[config.mk]
export PLATFORM = sky130hd
export DESIGN_NAME = board_reset_seq
export DESIGN_NICKNAME = d
export VERILOG_FILES = /design/src/rtl/board_ctrl_pkg.sv /design/src/rtl/btn_debounce.sv /design/src/rtl/board_reset_seq.sv
export SDC_FILE = /design/constraint.sdc
export NUM_CORES = 1
export LEC_CHECK = 0
export ABC_AREA = 1
export ABC_CLOCK_PERIOD_IN_PS = 2420
export CORE_MARGIN = 2
export CORE_UTILIZATION = 55
export CTS_CLUSTER_DIAMETER = 30
export CTS_CLUSTER_SIZE = 20
export DETAILED_ROUTE_END_ITERATION = 8
export PLACE_DENSITY = 0.84
export SLEW_MARGIN = 20
export SYNTH_ARGS = -nofsm -noshare
export SYNTH_HDL_FRONTEND = slang
export SYNTH_SLANG_ARGS = --single-unit
[constraint.sdc]
create_clock -name clk_i -period 2.42 [get_ports clk_i]
set_input_delay 0.363 -clock clk_i [delete_from_list [all_inputs] [get_ports clk_i]]
set_output_delay 0.363 -clock clk_i [all_outputs]
set_load 0.05 [all_outputs]
[src/rtl/board_ctrl_pkg.sv]
// Shared types and helpers for the board reset sequencer.
//  rst_seq_state_e : sequencer FSM states
//  min_idx()       : lowest set bit index of a request vector (MAX_VEC if none)
package board_ctrl_pkg;

   typedef enum logic [1:0] {
      ASSERT,
      RELEASE,
      RUN
   } rst_seq_state_e;

   // Widest request vector min_idx() accepts; requests are zero-extended to this.
   localparam int MAX_VEC = 32;

   function automatic int min_idx(input logic [MAX_VEC-1:0] vec);
      int r;
      r = MAX_VEC;
      for (int i = MAX_VEC - 1; i >= 0; i--) begin
         if (vec[i]) r = i;
      end
      return r;
   endfunction

endpackage

[src/rtl/btn_debounce.sv]
// Single-button conditioner: 2-flop synchroniser followed by a stability
// counter. The debounced level only flips after the synchronised input has
// disagreed with it for DEBOUNCE_CYCLES consecutive cycles.
//  clk_i   in  clock
//  rst_i   in  synchronous active-high reset
//  btn_i   in  raw asynchronous button
//  btn_o   out debounced level
//  rise_o  out 1-cycle pulse when btn_o goes 0->1
module btn_debounce #(
   parameter int DEBOUNCE_CYCLES = 65536
) (
   input  logic clk_i,
   input  logic rst_i,
   input  logic btn_i,
   output logic btn_o,
   output logic rise_o
);

   localparam int CW = $clog2(DEBOUNCE_CYCLES);

   logic          r_s1;
   logic          r_s2;
   logic          r_lvl;
   logic          r_rise;
   logic [CW-1:0] r_cnt;

   always_ff @(posedge clk_i) begin
      if (rst_i) begin
         r_s1   <= 1'b0;
         r_s2   <= 1'b0;
         r_lvl  <= 1'b0;
         r_rise <= 1'b0;
         r_cnt  <= '0;
      end else begin
         r_s1   <= btn_i;
         r_s2   <= r_s1;
         r_rise <= 1'b0;
         if (r_s2 == r_lvl) begin
            r_cnt <= '0;
         end else if (r_cnt == CW'(DEBOUNCE_CYCLES - 1)) begin
            // Disagreement has persisted long enough: adopt the new level.
            r_lvl  <= r_s2;
            r_rise <= r_s2;
            r_cnt  <= '0;
         end else begin
            r_cnt <= r_cnt + CW'(1);
         end
      end
   end

   assign btn_o  = r_lvl;
   assign rise_o = r_rise;

endmodule

[src/rtl/board_reset_seq.sv]
// Board-level reset sequencer and button conditioner.
// Debounces NUM_BTN buttons, drives NUM_RST active-low domain resets released
// in index order, re-sequences a domain and all higher domains on request,
// and exposes a free-running heartbeat bit for an LED.
//  clk_i         in  clock
//  rst_i         in  synchronous active-high reset (from synchronised PLL lock)
//  btn_i         in  raw buttons, active-high
//  sw_rst_req_i  in  1-cycle software reset request per domain
//  btn_o         out debounced button levels
//  btn_rise_o    out 1-cycle pulse per debounced 0->1 transition
//  rst_no        out registered active-low domain resets
//  busy_o        out high while any domain is held or the sequence runs
//  heartbeat_o   out heartbeat counter bit HB_BIT
module board_reset_seq
   import board_ctrl_pkg::*;
#(
   parameter int NUM_BTN         = 4,
   parameter int NUM_RST         = 2,
   parameter int DEBOUNCE_CYCLES = 65536,
   parameter int RST_STRETCH     = 16,
   parameter int RST_GAP         = 8,
   parameter int BTN_RST_IDX     = 1,
   parameter int HB_BIT          = 20
) (
   input  logic               clk_i,
   input  logic               rst_i,
   input  logic [NUM_BTN-1:0] btn_i,
   input  logic [NUM_RST-1:0] sw_rst_req_i,
   output logic [NUM_BTN-1:0] btn_o,
   output logic [NUM_BTN-1:0] btn_rise_o,
   output logic [NUM_RST-1:0] rst_no,
   output logic               busy_o,
   output logic               heartbeat_o
);

   localparam int IW   = (NUM_RST > 1) ? $clog2(NUM_RST) : 1;
   localparam int CMAX = (RST_STRETCH > RST_GAP) ? RST_STRETCH : RST_GAP;
   localparam int CW   = $clog2(CMAX + 1);
   localparam logic [IW-1:0] LAST = IW'(NUM_RST - 1);

   rst_seq_state_e     r_state;
   logic [IW-1:0]      r_first;
   logic [IW-1:0]      r_idx;
   logic [CW-1:0]      r_cnt;
   logic [NUM_RST-1:0] r_rst_n;
   logic               r_busy;
   logic [HB_BIT:0]    r_hb;

   logic [NUM_BTN-1:0] w_btn;
   logic [NUM_BTN-1:0] w_rise;
   logic [MAX_VEC-1:0] w_req;
   logic               w_req_any;
   logic [IW-1:0]      w_d;
   logic [IW-1:0]      w_lo;
   logic [IW-1:0]      w_first_new;
   logic [NUM_RST-1:0] w_keep;

   for (genvar b = 0; b < NUM_BTN; b++) begin : g_btn
      btn_debounce #(
         .DEBOUNCE_CYCLES(DEBOUNCE_CYCLES)
      ) u_db (
         .clk_i (clk_i),
         .rst_i (rst_i),
         .btn_i (btn_i[b]),
         .btn_o (w_btn[b]),
         .rise_o(w_rise[b])
      );
   end

   // Restart point on a request. w_lo is the lowest domain still held: in
   // ASSERT that is first_q, in RELEASE it is the next domain to release
   // (lower ones are already out and must not be disturbed). In RUN nothing
   // is held, so the request index alone decides.
   always_comb begin
      w_req                = '0;
      w_req[NUM_RST-1:0]   = sw_rst_req_i;
      w_req[0]             = w_req[0] | w_rise[BTN_RST_IDX];
      w_req_any            = |w_req;
      w_d                  = IW'(min_idx(w_req));
      w_lo                 = (r_state == RELEASE) ? r_idx : r_first;
      w_first_new          = ((r_state == RUN) || (w_d < w_lo)) ? w_d : w_lo;
      w_keep               = '0;
      for (int k = 0; k < NUM_RST; k++) begin
         w_keep[k] = (k < int'(w_first_new));
      end
   end

   always_ff @(posedge clk_i) begin
      if (rst_i) begin
         r_state <= ASSERT;
         r_first <= '0;
         r_idx   <= '0;
         r_cnt   <= '0;
         r_rst_n <= '0;
         r_busy  <= 1'b1;
         r_hb    <= '0;
      end else begin
         r_hb <= r_hb + 1'b1;
         if (w_req_any) begin
            // A request always wins over a release due on the same cycle.
            r_first <= w_first_new;
            r_rst_n <= r_rst_n & w_keep;
            r_cnt   <= '0;
            r_busy  <= 1'b1;
            r_state <= ASSERT;
         end else begin
            case (r_state)
               ASSERT: begin
                  if (r_cnt == CW'(RST_STRETCH - 1)) begin
                     r_rst_n[r_first] <= 1'b1;
                     r_idx            <= r_first + IW'(1);
                     r_cnt            <= '0;
                     if (r_first == LAST) begin
                        r_state <= RUN;
                        r_busy  <= 1'b0;
                     end else begin
                        r_state <= RELEASE;
                     end
                  end else begin
                     r_cnt <= r_cnt + CW'(1);
                  end
               end
               RELEASE: begin
                  if (r_cnt == CW'(RST_GAP - 1)) begin
                     r_rst_n[r_idx] <= 1'b1;
                     r_cnt          <= '0;
                     if (r_idx == LAST) begin
                        r_state <= RUN;
                        r_busy  <= 1'b0;
                     end else begin
                        r_idx <= r_idx + IW'(1);
                     end
                  end else begin
                     r_cnt <= r_cnt + CW'(1);
                  end
               end
               default: begin
                  r_rst_n <= '1;
                  r_busy  <= 1'b0;
               end
            endcase
         end
      end
   end

   assign btn_o       = w_btn;
   assign btn_rise_o  = w_rise;
   assign rst_no      = r_rst_n;
   assign busy_o      = r_busy;
   assign heartbeat_o = r_hb[HB_BIT];

endmodule

# [Word level (Yosys, flattened, before mapping)]
# Cells that the tools add are included.
[op_classes] mux=29 n_reduce_logical=23 bitwise_logic=13 n_eq_ne=18 addsub=8 magnitude_cmp=6
[ops] operator="adder 16 x 1 -> 16 bit (second input constant)" count=4
[ops] operator="equality test 16 bit (second input constant)" count=4
[ops] operator="OR reduction 3 bit" count=9
[ops] operator="adder 21 x 1 -> 21 bit (second input constant)" count=1
[ops] operator="2-to-1 mux 2 bit" count=7
[ops] operator="2-to-1 mux 1 bit" count=13
[ops] operator="AND reduction 4 bit" count=3
[ops] operator="2-to-1 mux 5 bit" count=2
[ops] operator="case mux 5 bit (2 select lines)" count=1
[ops] operator="AND reduction 2 bit" count=5
[ops] operator="inverter 1 bit" count=9
[ops] operator="case mux 2 bit (2 select lines)" count=2
[ops] operator="inequality test 2 bit (second input constant)" count=3
[ops] operator="adder 5 x 1 -> 5 bit (second input constant)" count=1
[ops] operator="equality test 5 x 3 -> 1 bit (second input constant)" count=1
[ops] operator="equality test 5 x 4 -> 1 bit (second input constant)" count=1
[ops] operator="equality test 1 bit" count=4
[ops] operator="< comparator 1 x 2 -> 1 bit (second input constant)" count=2
[ops] operator="bitwise OR 2 bit" count=2
[ops] operator="case mux 1 bit (2 select lines)" count=2
[ops] operator="inequality test 3 x 2 -> 1 bit (second input constant)" count=1
[ops] operator="inequality test 3 bit (second input constant)" count=1
[ops] operator="adder 1 bit (second input constant)" count=2
[ops] operator="bitwise AND 2 x 1 -> 2 bit" count=1
[ops] operator="13 further kinds" count=16
[word_totals] regBits=113 output_inout_bits=12

# [Logic depth before layout (Yosys ltp)]
# Gate-level depths: netlist of run 1.
[depth] word_depth=8 mapped_depth=10

# [Cells and area by module]
# A second synthesis of run 1 with hierarchy kept.
[unflattened] hier_cells=747 area_unflattened_um2=5539.1
[by_module_without_submodules] mod="btn_debounce at g_btn[0].u_db ..." cells_per_inst=121 area_per_inst_um2=933.4 n_inst=3
[by_module_without_submodules] mod="board_reset_seq" cells_per_inst=249 area_per_inst_um2=1757.9 n_inst=1
[by_module_without_submodules] mod="btn_debounce at g_btn[3].u_db" cells_per_inst=135 area_per_inst_um2=980.9 n_inst=1

# [Worst setup path after synthesis of run 1]
# No wires, ideal clock.
[synth_path] path_type="register to register" startpoint="register r_hb[0]" endpoint="register r_hb[12]" path_stages_with_launch=9 setup_slack_ns=1.007 required_time_ns=2.304 n_path_buf=0 t_arrival_ns=1.297 cell_sequence="dfxtp_1 ha_1 nand3_1 nor2_1 nand2_1 inv_1 nand2_1 o21ai_0 nor2_1"
[synth_between] elab_chain_len=1
[synth_rtl] element="from (decl)" line="board_reset_seq.sv:47" text="logic [HB_BIT:0] r_hb;"
[synth_rtl] element="from (signal assigned)" line="board_reset_seq.sv:98" text="r_hb <= r_hb + 1'b1;"
[synth_rtl] element="adder 21 x 1 -> 21 bit" line="board_reset_seq.sv:98"
# Every way passes these cells.
# A chain may end at the register's enable or synchronous reset.

# [Final worst setup path of run 1]
[layout_path] startpoint="register g_btn[1].u_db.r_lvl" endpoint="output port btn_o[1]"
[layout_lines] element="from (decl)" line="btn_debounce.sv:23" text="logic r_lvl;"
[layout_lines] element="from (signal assigned)" line="btn_debounce.sv:42" text="r_lvl <= r_s2;"
[layout_lines] element="to (decl)" line="board_reset_seq.sv:29" text="output logic [NUM_BTN-1:0] btn_o,"
# No word-level cell between the ends.

==> flow_summary.yaml, run 1 <==
critical_path:
  arrival_ps: 1740
  cp_max_fo: 4
  path_buf_inv: 1
  cp-end-kind: "output port"
  critPathKind: "reg -> out"
  cp_top_family: "buffers and inverters"
  critical_path_required_ps: 2060
  crit_slowest_cell: "clkdlybuf4s50_1"
  crit_chain: "clkdlybuf4s50_1"
  crit_path_start_kind: "register"
  max_stage_delay_ps: 840
layout:
  multi_input_area_um2: 2594
  seqCellArea_um2: 2262
  final_cell_count_no_fill: 928
  drive_gt1_frac: 0.07384
  utilization: 0.6622
  layout_common_cells: "176 x nand2_1, 149 x nor2_1, 113 x dfxtp_1, 97 x inv_1, 44 x nand3_1"
  fill_cells: 778
  antenna_cells: 0
  fin_nets: 802
  final_common_cell: "nand2_1"
  stdcell_area_um2: 6177
  area_growth_pct: 15.57
synthesis:
  syn_inst: 762
  ys_ff_latch: 113
  yosysWarnings: 0
  synth_nets: 778
  syn-cell-area_um2: 5345
  synthFlopType: "dfxtp_1"
  postSynthAreaPerCell_um2: 7.015
  synth-edff-count: 0
  synthArstFlopShare: 0
  ys_seq_area_frac: 0.4232
  synth_cell_type_count: 36
hold_path:
  hold_class: "in -> reg"
route:
  drc: 0
  wire_per_inst_um: 11.36
  vias_per_cell: 4.977
  wl_met3_um: 335
  first_pass_iters: 4
  vias: 4619
  ant_nets: 0
  wl_met1_um: 4723
  drt_wl_total_um: 10540
  highest_layer: "met4"
  drt_iter0_drc: 197
  wl_met2_um: 5305
timing:
  rsz0062_at_grt: "false"
  setup_tns_ps: 0
  setup_slack_ps: 316.6
  final.period_utilization: 0.8692
  tightest_slew_ps: 532.4
  drv_slew: 0
  timing.slew.headroom: 0.6447
  period_needed_ps: 2103
  finalClockSkew_ps: 8.816
  setup_violations: 0
  hold_viol_final: 0
  fmax_ghz: 0.4754
cts:
  root_buffer: "clkbuf_8"
  ctsHoldBuffers: 0
  cts_tree: "yes"
  cts_num_sinks: 113
  cts_made_buffers: 17
  postCtsResizedCells: 0
  postCtsSetupRepairBufs: 0
  path_clk_slew_ps: 60
  htreeDepth: 4
  clock_latency_ps: 510
  clock_path_buffers: 2
place:
  portBuffers: 19
  dp_hpwl_um: 7269
  place_area_um2: 5587
  place_ws_ps: 478.8
  place_congestion: 0.8628
  placedCellCount: 896
die:
  die_w_um: 102.6
  coreArea_um2: 9328
  die_h_um: 102.6
  rows: 35
  die_area_um2: 10520
  initial_core_util: 0.5730
  ioPinCount: 20
global_route:
  grt_use_total: 0.2173
  grt-ovfl-total: 0
  grt_max_degree: 22
  grt_pass1_vias: 4518
  antenna_found_initial: 0
  grt_pass1_wl_um: 18360
power_and_ir_drop:
  p_leak_uw: 0.002267
  switching_share: 0.2048
  p_clk_frac: 0.555
  vdd_drop_max_uv: 464.2
  p_sw_uw: 900.7
  p_int_uw: 3497
  cellPowerDensity_nw_per_um2: 712.0
  pwr-share-seq: 0.429
  comb_power_share: 0.016
status:
  status: "finished clean"
run:
  maxCapViolations: 0
## through the flow
stage | total power, uW | hold WS, ps
final | 4398 | 375.4
after global routing | 4525 | 379.2
after CTS | 4429 | 363.6
after detailed placement | 1997 | 401.8
after global placement | 1994 | 391.1
after floorplan | 1972 | 388.3
## sequential cells by signal, summed over array words and instances (netlist names), 2 cells and up
signal / flops
g_btn.u_db.r_s2: 4
r_cnt: 5
r_state: 2
g_btn.u_db.btn_o: 4
rst_no: 2
r_hb: 21
g_btn.u_db.r_cnt: 64
g_btn.u_db.rise_o: 4
g_btn.u_db.r_s1: 4
## area by class of cell
type | count | area share
Multi-Input combinational cell | 536 | 0.4199
Sequential cell | 113 | 0.3662
Clock buffer | 23 | 0.07879
Inverter | 97 | 0.05894
Timing Repair Buffer | 21 | 0.03322
Tap cell | 129 | 0.02613
Clock inverter | 9 | 0.01681
## Yosys cell counts (2+ instances only)
cell	instances	share of area
a211oi_1	2	0.0028
clkbuf_1	2	0.0014
xor2_1	23	0.038
nor3_1	12	0.011
or2_0	2	0.0023
a31oi_1	2	0.0023
nand2_4	2	0.0042
nand3_1	44	0.041
ha_1	8	0.019
nand2_1	176	0.12
nor2_1	149	0.10
nand3_2	3	0.0056
xnor2_1	9	0.015
or2_2	2	0.0023
o22ai_1	2	0.0023
nand4_1	11	0.013
nor2_2	9	0.011
a21oi_1	37	0.035
o21ai_0	22	0.021
nand2_2	4	0.0047
buf_6	3	0.0063
dfxtp_1	113	0.42
buf_4	8	0.011
inv_1	97	0.068
nand3b_1	6	0.0084
and2_1	2	0.0023
nor2_4	3	0.0063
## kinds of logic (layout without fill, tap and decap cells)
family	count (synthesis)	after routing	synth area share
DFF	113	113	0.4232
AOI/OAI and AO/OA	69	69	0.06859
adders and majority gates	8	8	0.01873
xor gates and xnor gates	32	32	0.05243
buffers and inverters	113	150	0.09152
and+or+nand+nor	427	427	0.3455
## power groups by stage
stage	registers (uW)	clock network, uW	logic (uW)
finish	1890	2440	71.7
global route	1890	2560	82.0
CTS	1890	2470	73.0
detailed placement	1930	0	71.9
global placement	1920	0	69.2
floorplan	1920	0	49.9
## path summary, 6_finish.rpt
| kind | from | endpoint | slack (ps) | cells after the start |
|---|---|---|---|---|
| worst max-delay path | g_btn[1].u_db.btn_o | btn_o[1] | 320 | 1 |
| worst min register to register | g_btn[2].u_db.r_s1 | g_btn[2].u_db.r_s2 | 410 | 2 |
| worst min-delay path | btn_i[2] | g_btn[2].u_db.r_s1 | 380 | 3 |
| worst max register to register | r_hb[0] | r_hb[12] | 740 | 8 |
## layer usage
layer  vias up  track usage
li1       2428            -
met1      2101       0.2444
met2        71       0.3851
met3        19      0.06712
met4         0      0.08308
met5         -            0
(Power assumes the default switching activity.)
==> run 2, diff against run 1 <==
--- a/config.mk
+++ b/config.mk
@@ -13,7 +13,6 @@
 export CTS_CLUSTER_SIZE = 20
 export DETAILED_ROUTE_END_ITERATION = 8
 export PLACE_DENSITY = 0.84
-export SLEW_MARGIN = 20
 export SYNTH_ARGS = -nofsm -noshare
 export SYNTH_HDL_FRONTEND = slang
 export SYNTH_SLANG_ARGS = --single-unit
==> results of run 2 <==
Final layout, timing and power as in run 1 (identical DEF).
